<file path="config.mk">
export PLATFORM = sky130hd
export DESIGN_NAME = spi_ctrl_engine
export DESIGN_NICKNAME = d
export VERILOG_FILES = /design/src/rtl/spi_ctrl_engine.sv
export SDC_FILE = /design/constraint.sdc
export NUM_CORES = 1
export LEC_CHECK = 0
export ABC_AREA = 1
export CAP_MARGIN = 20
export CORE_ASPECT_RATIO = 0.75
export CORE_MARGIN = 1
export CORE_UTILIZATION = 30
export DETAILED_ROUTE_END_ITERATION = 10
export GPL_ROUTABILITY_DRIVEN = 0
export HOLD_SLACK_MARGIN = 0.05
export PLACE_DENSITY = 0.53
export SLEW_MARGIN = 20
export SYNTH_ARGS = -nofsm -noshare
export SYNTH_HDL_FRONTEND = slang
export SYNTH_SLANG_ARGS = --single-unit
</file>
<file path="constraint.sdc">
create_clock -name clk -period 4.3 [get_ports clk]
set_input_delay 0.43 -clock clk [delete_from_list [all_inputs] [get_ports clk]]
set_output_delay 0.43 -clock clk [all_outputs]
set_load 0.01 [all_outputs]
</file>
<file path="src/rtl/spi_ctrl_engine.sv">
// SPI transaction controller: host control register, frame buffer, burst sequencer
// and a CPOL/CPHA-configurable shift engine that writes received frames back in place.
module spi_ctrl_engine #(
    parameter int N    = 5,
    parameter int DW   = 8,
    parameter int CS_N = 4,
    parameter int DIV  = 4,
    parameter int CPOL = 0,
    parameter int CPHA = 0
) (
    input  logic            clk,
    input  logic            rst,
    input  logic            wr_i,
    input  logic            reg_sel_i,
    input  logic [N-1:0]    addr_i,
    input  logic [31:0]     entrada_i,
    output logic [31:0]     salida_o,
    output logic            spi_sclk_o,
    output logic            spi_mosi_o,
    input  logic            spi_miso_i,
    output logic [CS_N-1:0] spi_cs_n_o,
    output logic            busy_o,
    output logic            done_o
);

    typedef enum logic [2:0] {IDLE, LOAD, SHIFT, STORE, DONE} state_t;

    state_t state, state_next;

    logic [DW-1:0]   mem [2**N];

    logic            send;
    logic            cs_ctrl;
    logic            all_1s;
    logic            all_0s;
    logic [3:0]      cs_sel;
    logic [N-1:0]    n_tx_end;
    logic [N:0]      n_rx;
    logic [N-1:0]    idx;

    logic [DW-1:0]   tx_shift;
    logic [DW-1:0]   rx_shift;
    logic [15:0]     div_cnt;
    logic [5:0]      bit_cnt;
    logic            phase;

    logic            ctrl_wr;
    logic            buf_wr;
    logic            start;
    logic            half_done;
    logic            last_edge;
    logic [3:0]      cs_sel_eff;
    logic [CS_N-1:0] cs_dec;
    logic [DW-1:0]   load_word;
    logic [31:0]     status_word;
    logic            unused_bits;

    assign busy_o    = (state != IDLE);
    assign done_o    = (state == DONE);
    assign ctrl_wr   = wr_i && !reg_sel_i && !busy_o;
    assign buf_wr    = wr_i && reg_sel_i && !busy_o;
    // A send in the same write that launches the burst must start it immediately
    assign start     = (state == IDLE) && (send || (ctrl_wr && entrada_i[0]));
    assign half_done = (div_cnt == 16'(DIV - 1));
    assign last_edge = half_done && phase && (bit_cnt == 6'(DW - 1));
    assign cs_sel_eff = ctrl_wr ? entrada_i[7:4] : cs_sel;
    assign unused_bits = ^entrada_i;

    always_ff @(posedge clk) begin
        if (!rst) begin
            state <= IDLE;
        end else begin
            state <= state_next;
        end
    end

    always_comb begin
        state_next = state;
        case (state)
            IDLE:    if (start) state_next = LOAD;
            LOAD:    state_next = SHIFT;
            SHIFT:   if (last_edge) state_next = STORE;
            STORE:   state_next = (idx == n_tx_end) ? DONE : LOAD;
            DONE:    state_next = IDLE;
            default: state_next = IDLE;
        endcase
    end

    // Out-of-range selects leave every line deasserted but the burst still runs
    always_comb begin
        cs_dec = '1;
        for (int i = 0; i < CS_N; i++) begin
            cs_dec[i] = (int'(cs_sel_eff) != i);
        end
    end

    always_comb begin
        load_word = mem[idx];
        if (all_0s) load_word = '0;
        if (all_1s) load_word = '1;
    end

    always_comb begin
        status_word            = '0;
        status_word[0]         = send;
        status_word[1]         = cs_ctrl;
        status_word[2]         = all_1s;
        status_word[3]         = all_0s;
        status_word[7:4]       = cs_sel;
        status_word[8 +: N]    = n_tx_end;
        status_word[16 +: N+1] = n_rx;
        status_word[31]        = busy_o;
    end

    always_ff @(posedge clk) begin
        if (!rst) begin
            send       <= 1'b0;
            cs_ctrl    <= 1'b0;
            all_1s     <= 1'b0;
            all_0s     <= 1'b0;
            cs_sel     <= '0;
            n_tx_end   <= '0;
            n_rx       <= '0;
            idx        <= '0;
            tx_shift   <= '0;
            rx_shift   <= '0;
            div_cnt    <= '0;
            bit_cnt    <= '0;
            phase      <= 1'b0;
            spi_sclk_o <= 1'(CPOL);
            spi_mosi_o <= 1'b0;
            spi_cs_n_o <= '1;
            salida_o   <= '0;
        end else begin
            salida_o <= reg_sel_i ? 32'(mem[addr_i]) : status_word;

            // Clearing cs_ctrl releases a chip select held over from a previous burst
            if (ctrl_wr) begin
                send     <= entrada_i[0];
                cs_ctrl  <= entrada_i[1];
                all_1s   <= entrada_i[2];
                all_0s   <= entrada_i[3];
                cs_sel   <= entrada_i[7:4];
                n_tx_end <= entrada_i[8 +: N];
                if (!entrada_i[1]) spi_cs_n_o <= '1;
            end

            case (state)
                IDLE: begin
                    if (start) begin
                        n_rx       <= '0;
                        idx        <= '0;
                        spi_cs_n_o <= cs_dec;
                    end
                end
                LOAD: begin
                    div_cnt    <= '0;
                    bit_cnt    <= '0;
                    phase      <= 1'b0;
                    rx_shift   <= '0;
                    spi_sclk_o <= 1'(CPOL);
                    if (CPHA == 0) begin
                        spi_mosi_o <= load_word[DW-1];
                        tx_shift   <= load_word << 1;
                    end else begin
                        tx_shift   <= load_word;
                    end
                end
                SHIFT: begin
                    if (half_done) begin
                        div_cnt    <= '0;
                        spi_sclk_o <= ~spi_sclk_o;
                        phase      <= ~phase;
                        // Leading edge samples in mode CPHA=0, drives in CPHA=1; trailing is the reverse
                        if (phase == (CPHA != 0)) begin
                            rx_shift <= (rx_shift << 1) | DW'(spi_miso_i);
                        end else begin
                            spi_mosi_o <= tx_shift[DW-1];
                            tx_shift   <= tx_shift << 1;
                        end
                        if (phase) bit_cnt <= bit_cnt + 6'd1;
                    end else begin
                        div_cnt <= div_cnt + 16'd1;
                    end
                end
                STORE: begin
                    n_rx <= n_rx + 1'b1;
                    if (idx != n_tx_end) idx <= idx + 1'b1;
                end
                DONE: begin
                    send <= 1'b0;
                    if (!cs_ctrl) spi_cs_n_o <= '1;
                end
                default: ;
            endcase
        end
    end

    // Buffer contents survive reset; received frames overwrite the transmitted slot
    always_ff @(posedge clk) begin
        if (state == STORE) begin
            mem[idx] <= rx_shift;
        end else if (buf_wr) begin
            mem[addr_i] <= entrada_i[DW-1:0];
        end
    end

endmodule

</file>
==> results.txt <==
The starting density of the core is 0.3052, and the max-cap violation count is 0. After clock tree synthesis, the clock-pin slew on the worst setup and hold paths is 0.06 ns. OpenSTA, run right after detailed placement, puts the worst setup slack at 1.168 ns. The die covers 58150 µm². The tools report the combined global-route utilization of all metal layers as 0.1846.

For the total count of max-transition violations in the final report, the log shows 0. After layout, the design draws a total of 9.308 mW. The clock latency at the later pin of the worst-skew pair was 0.54 ns. STA puts the critical path data required time at 4.45 ns. The share of final-layout standard cells stronger than drive strength 1 is 0.06298, and the H-tree depth reported by CTS is 2.

The tree is rooted in a sky130_fd_sc_hd__clkbuf_16. The first global-routing pass estimated 81760 µm of wire. The peak ir drop on the vdd network came out at 0.2241 mV.

The HPWL after detailed placement is 33570 µm. The slowest cell on the critical path is sky130_fd_sc_hd__nor2_1. The register bit total from synthesis came out at 352. Summing all non-filler instances in the final layout gives an area of 19440 µm². Data arrives at the worst endpoint at 3.04 ns. Subtracting the final worst setup slack from the clock period gives 2.893 ns. The top cell types in the final layout, fill and taps aside, are sky130_fd_sc_hd__nand2_1 (576), sky130_fd_sc_hd__nand3_1 (296), sky130_fd_sc_hd__edfxtp_1 (256). For the pin with the worst max-slew slack, the measured transition is 1.096 ns. The number of different library cells used by synthesis comes to 39. The number of standard-cell rows in the floorplan was 75. The tools report the number of failing hold endpoints at the final stage as 0. The maximum fanout along the worst path was 13; the per-instance average area after synthesis was 8.450 µm².

The first routing iteration left 1608 violations. The count of hold-fix buffers inserted at cts was 0; the filler-free cell count of the finished design was 2796. For the maximum number of pins on one net before global-route repair, the log shows 129. The floorplan step defined a core boundary enclosing 56210 µm².

Total placed instance area: 18350 µm². The synthesized design contains 256 enable-type register cells. After detailed routing, the number of remaining DRC violations is 0. The total setup violations reported at the end of the flow is 0. In this run, CTS created clock tree buffers numbering 37. The post-synthesis async set-or-reset flop share was 0; the vertical die dimension was 209.1 µm. Leaving out fill and tap cells, the most frequent cell in the layout is sky130_fd_sc_hd__nand2_1. The layout overhead on the synthesized area works out to 13.34%. Setup slack closes at 1.408 ns. TritonCTS built the clock tree. The cell count after synthesis is 2030. The routed wirelength normalized by instance count was 19.61 µm; the synthesized cell area was 17150 µm². Once placement completed, the tool counted placed cells totaling 2731. In the final design database the tool counted 2085 nets. The signal on the critical path passes through inv_2 > nand2_4 > nor2_4 > nand3_4 > o21ai_1 > nand3_2 > nor2_1.

Capturing element type of the critical path: a register. The tightest min-delay check is of the reg2reg type. After clock tree synthesis, the setup repair step added 0 buffers.

The number of antenna violations at the first check in global routing is 3, and the total wire length after detailed routing is 54820 µm. The tools report the count of synthesis-stage warnings from yosys as 0. Across all layers, the routed design uses 14730 vias.

The part of the cycle the worst path needs was 0.6727; the share of synthesized area occupied by flip-flops and latches was 0.5602. Clock skew on the completed layout was measured at 0.01801 ns. Summed over all layers, the global routing overflow is 0.

Start-to-end type of the worst setup path: reg2reg. The number of global-route vias before repair came out at 13517. The number of iterations in the first detailed-routing pass is 5, and the sum of buffers and inverters on the critical path is 1. The tools report the highest clock rate as 345.7 MHz. The number of buffers on the longest clock path is 3, and the delay of the slowest cell on the worst path is 0.85 ns. Setup repair after global routing left no endpoint under its margin. The horizontal extent of the die was 278.1 µm; the number of sinks driven by the clock tree was 352. Adding up every negative setup slack in the final design gives 0 ns. For the leakage power figure, the log shows 7.280 nW. The kind of cell with the highest combined delay along the critical path is simple AND/OR/NAND/NOR gates. Dominant synthesized flop cell: sky130_fd_sc_hd__edfxtp_1.

The flow ran to the end, and the final reports show no timing, DRC or antenna violations. The type of origin of the critical path was a register. The number of input and output port buffers inserted was 50; the power per cell area was 478.8 nW/µm².

Post-CTS repair changed the size of 0 cells. The residual antenna-violating net count after detailed routing came out at 0. After detailed routing, the number of vias per cell comes to 5.268. The max-slew headroom at the worst pin is 0.2697.

The run gives 82 as the total I/O pin count.
worst register-to-register path, cell delays in order (launching register included):
cell and delay (ns):
sky130_fd_sc_hd__dfxtp_1 0.32, sky130_fd_sc_hd__inv_2 0.11, sky130_fd_sc_hd__nand2_4 0.07, sky130_fd_sc_hd__nor2_4 0.24, sky130_fd_sc_hd__nand3_4 0.25, sky130_fd_sc_hd__o21ai_1 0.35
sky130_fd_sc_hd__nand3_2 0.31, sky130_fd_sc_hd__nor2_1 0.86
registers in the layout, summed over array words and instances, names as in the netlist, 3 cells and up, named ones only:
register / count
state: 3
mem: 256
bit_cnt: 6
idx: 5
rx_shift: 8
spi_cs_n_o: 4
div_cnt: 16
cs_sel: 4
tx_shift: 7
salida_o: 20
n_rx: 6
n_tx_end: 5
cell usage after synthesis, types with 4 or more instances:
master / number / share of area
sky130_fd_sc_hd__nand2_1: 576 / 0.13
sky130_fd_sc_hd__nand3_1: 296 / 0.086
sky130_fd_sc_hd__edfxtp_1: 256 / 0.45
sky130_fd_sc_hd__nor2_1: 200 / 0.044
sky130_fd_sc_hd__o21ai_0: 162 / 0.047
sky130_fd_sc_hd__dfxtp_1: 96 / 0.11
sky130_fd_sc_hd__inv_1: 95 / 0.021
sky130_fd_sc_hd__a21oi_1: 71 / 0.021
sky130_fd_sc_hd__clkbuf_1: 60 / 0.013
sky130_fd_sc_hd__o22ai_1: 52 / 0.019
sky130_fd_sc_hd__buf_2: 49 / 0.014
sky130_fd_sc_hd__buf_4: 17 / 0.0074
sky130_fd_sc_hd__o21ai_1: 14 / 0.0041
sky130_fd_sc_hd__nand4_1: 9 / 0.0033
sky130_fd_sc_hd__nor3_1: 9 / 0.0026
sky130_fd_sc_hd__nand2_2: 8 / 0.0029
sky130_fd_sc_hd__inv_2: 7 / 0.0015
sky130_fd_sc_hd__xor2_1: 6 / 0.0031
sky130_fd_sc_hd__a22oi_1: 5 / 0.0022
sky130_fd_sc_hd__ha_1: 4 / 0.0029
sky130_fd_sc_hd__nand3_2: 4 / 0.0023
sky130_fd_sc_hd__nor4_1: 4 / 0.0015
final cells by class:
cell class                 instances  area (µm²)
fill                            5659       36770
multi-input combinational       1451        6573
sequential                       352        9614
antenna                            1       2.502
tap                              731       914.6
timing repair buffer              92       845.8
clock buffer                      51        1011
clock inverter                    13       81.33
inverter                         105       399.1
through the flow:
step / hold slack [ns] / utilization
global route: 0.4645 / 0.3458
floorplan: 0.4206 / -
global placement: 0.4315 / 0.3264
CTS: 0.4508 / 0.3458
detailed placement: 0.4341 / 0.3264
finish: 0.4478 / 0.3459
per-layer routing:
metal,routed length (µm),GRT usage,up-vias
met4,1437,0.06496,2
li1,-,-,6896
met1,24550,0.2676,6995
met3,5624,0.03701,97
met5,9,0,-
met2,23200,0.2714,740
cell families after synthesis:
family | count (synthesis) | synth area share
adder cells (fa/ha/maj) | 4 | 0.002918
other | 1 | 0.0002186
flip-flops | 352 | 0.5602
AO/OA/AOI/OAI | 316 | 0.09913
XOR/XNOR | 7 | 0.003574
buffers and inverters | 238 | 0.06076
AND/OR/NAND/NOR | 1112 | 0.2732
final timing paths:
| kind | from | endpoint | slack (ns) | depth (start not counted) |
|---|---|---|---|---|
| setup / recovery | state[1]$_SDFFE_PN0P_ | mem[0][7]$_DFFE_PP_ | 1.41 | 7 |
| setup reg to reg | state[1]$_SDFFE_PN0P_ | mem[0][7]$_DFFE_PP_ | 1.41 | 7 |
| hold reg to reg | tx_shift[7]$_SDFFE_PN0P_ | tx_shift[7]$_SDFFE_PN0P_ | 0.45 | 2 |
| hold / removal | tx_shift[7]$_SDFFE_PN0P_ | tx_shift[7]$_SDFFE_PN0P_ | 0.45 | 2 |
report_power, final:
part           leakage, nW  internal [mW]  switching (mW)
combinational         3.61          0.534            1.62
clock                0.541           1.70            1.31
sequential            3.13           4.06          0.0848
(Power assumes the default switching activity.)
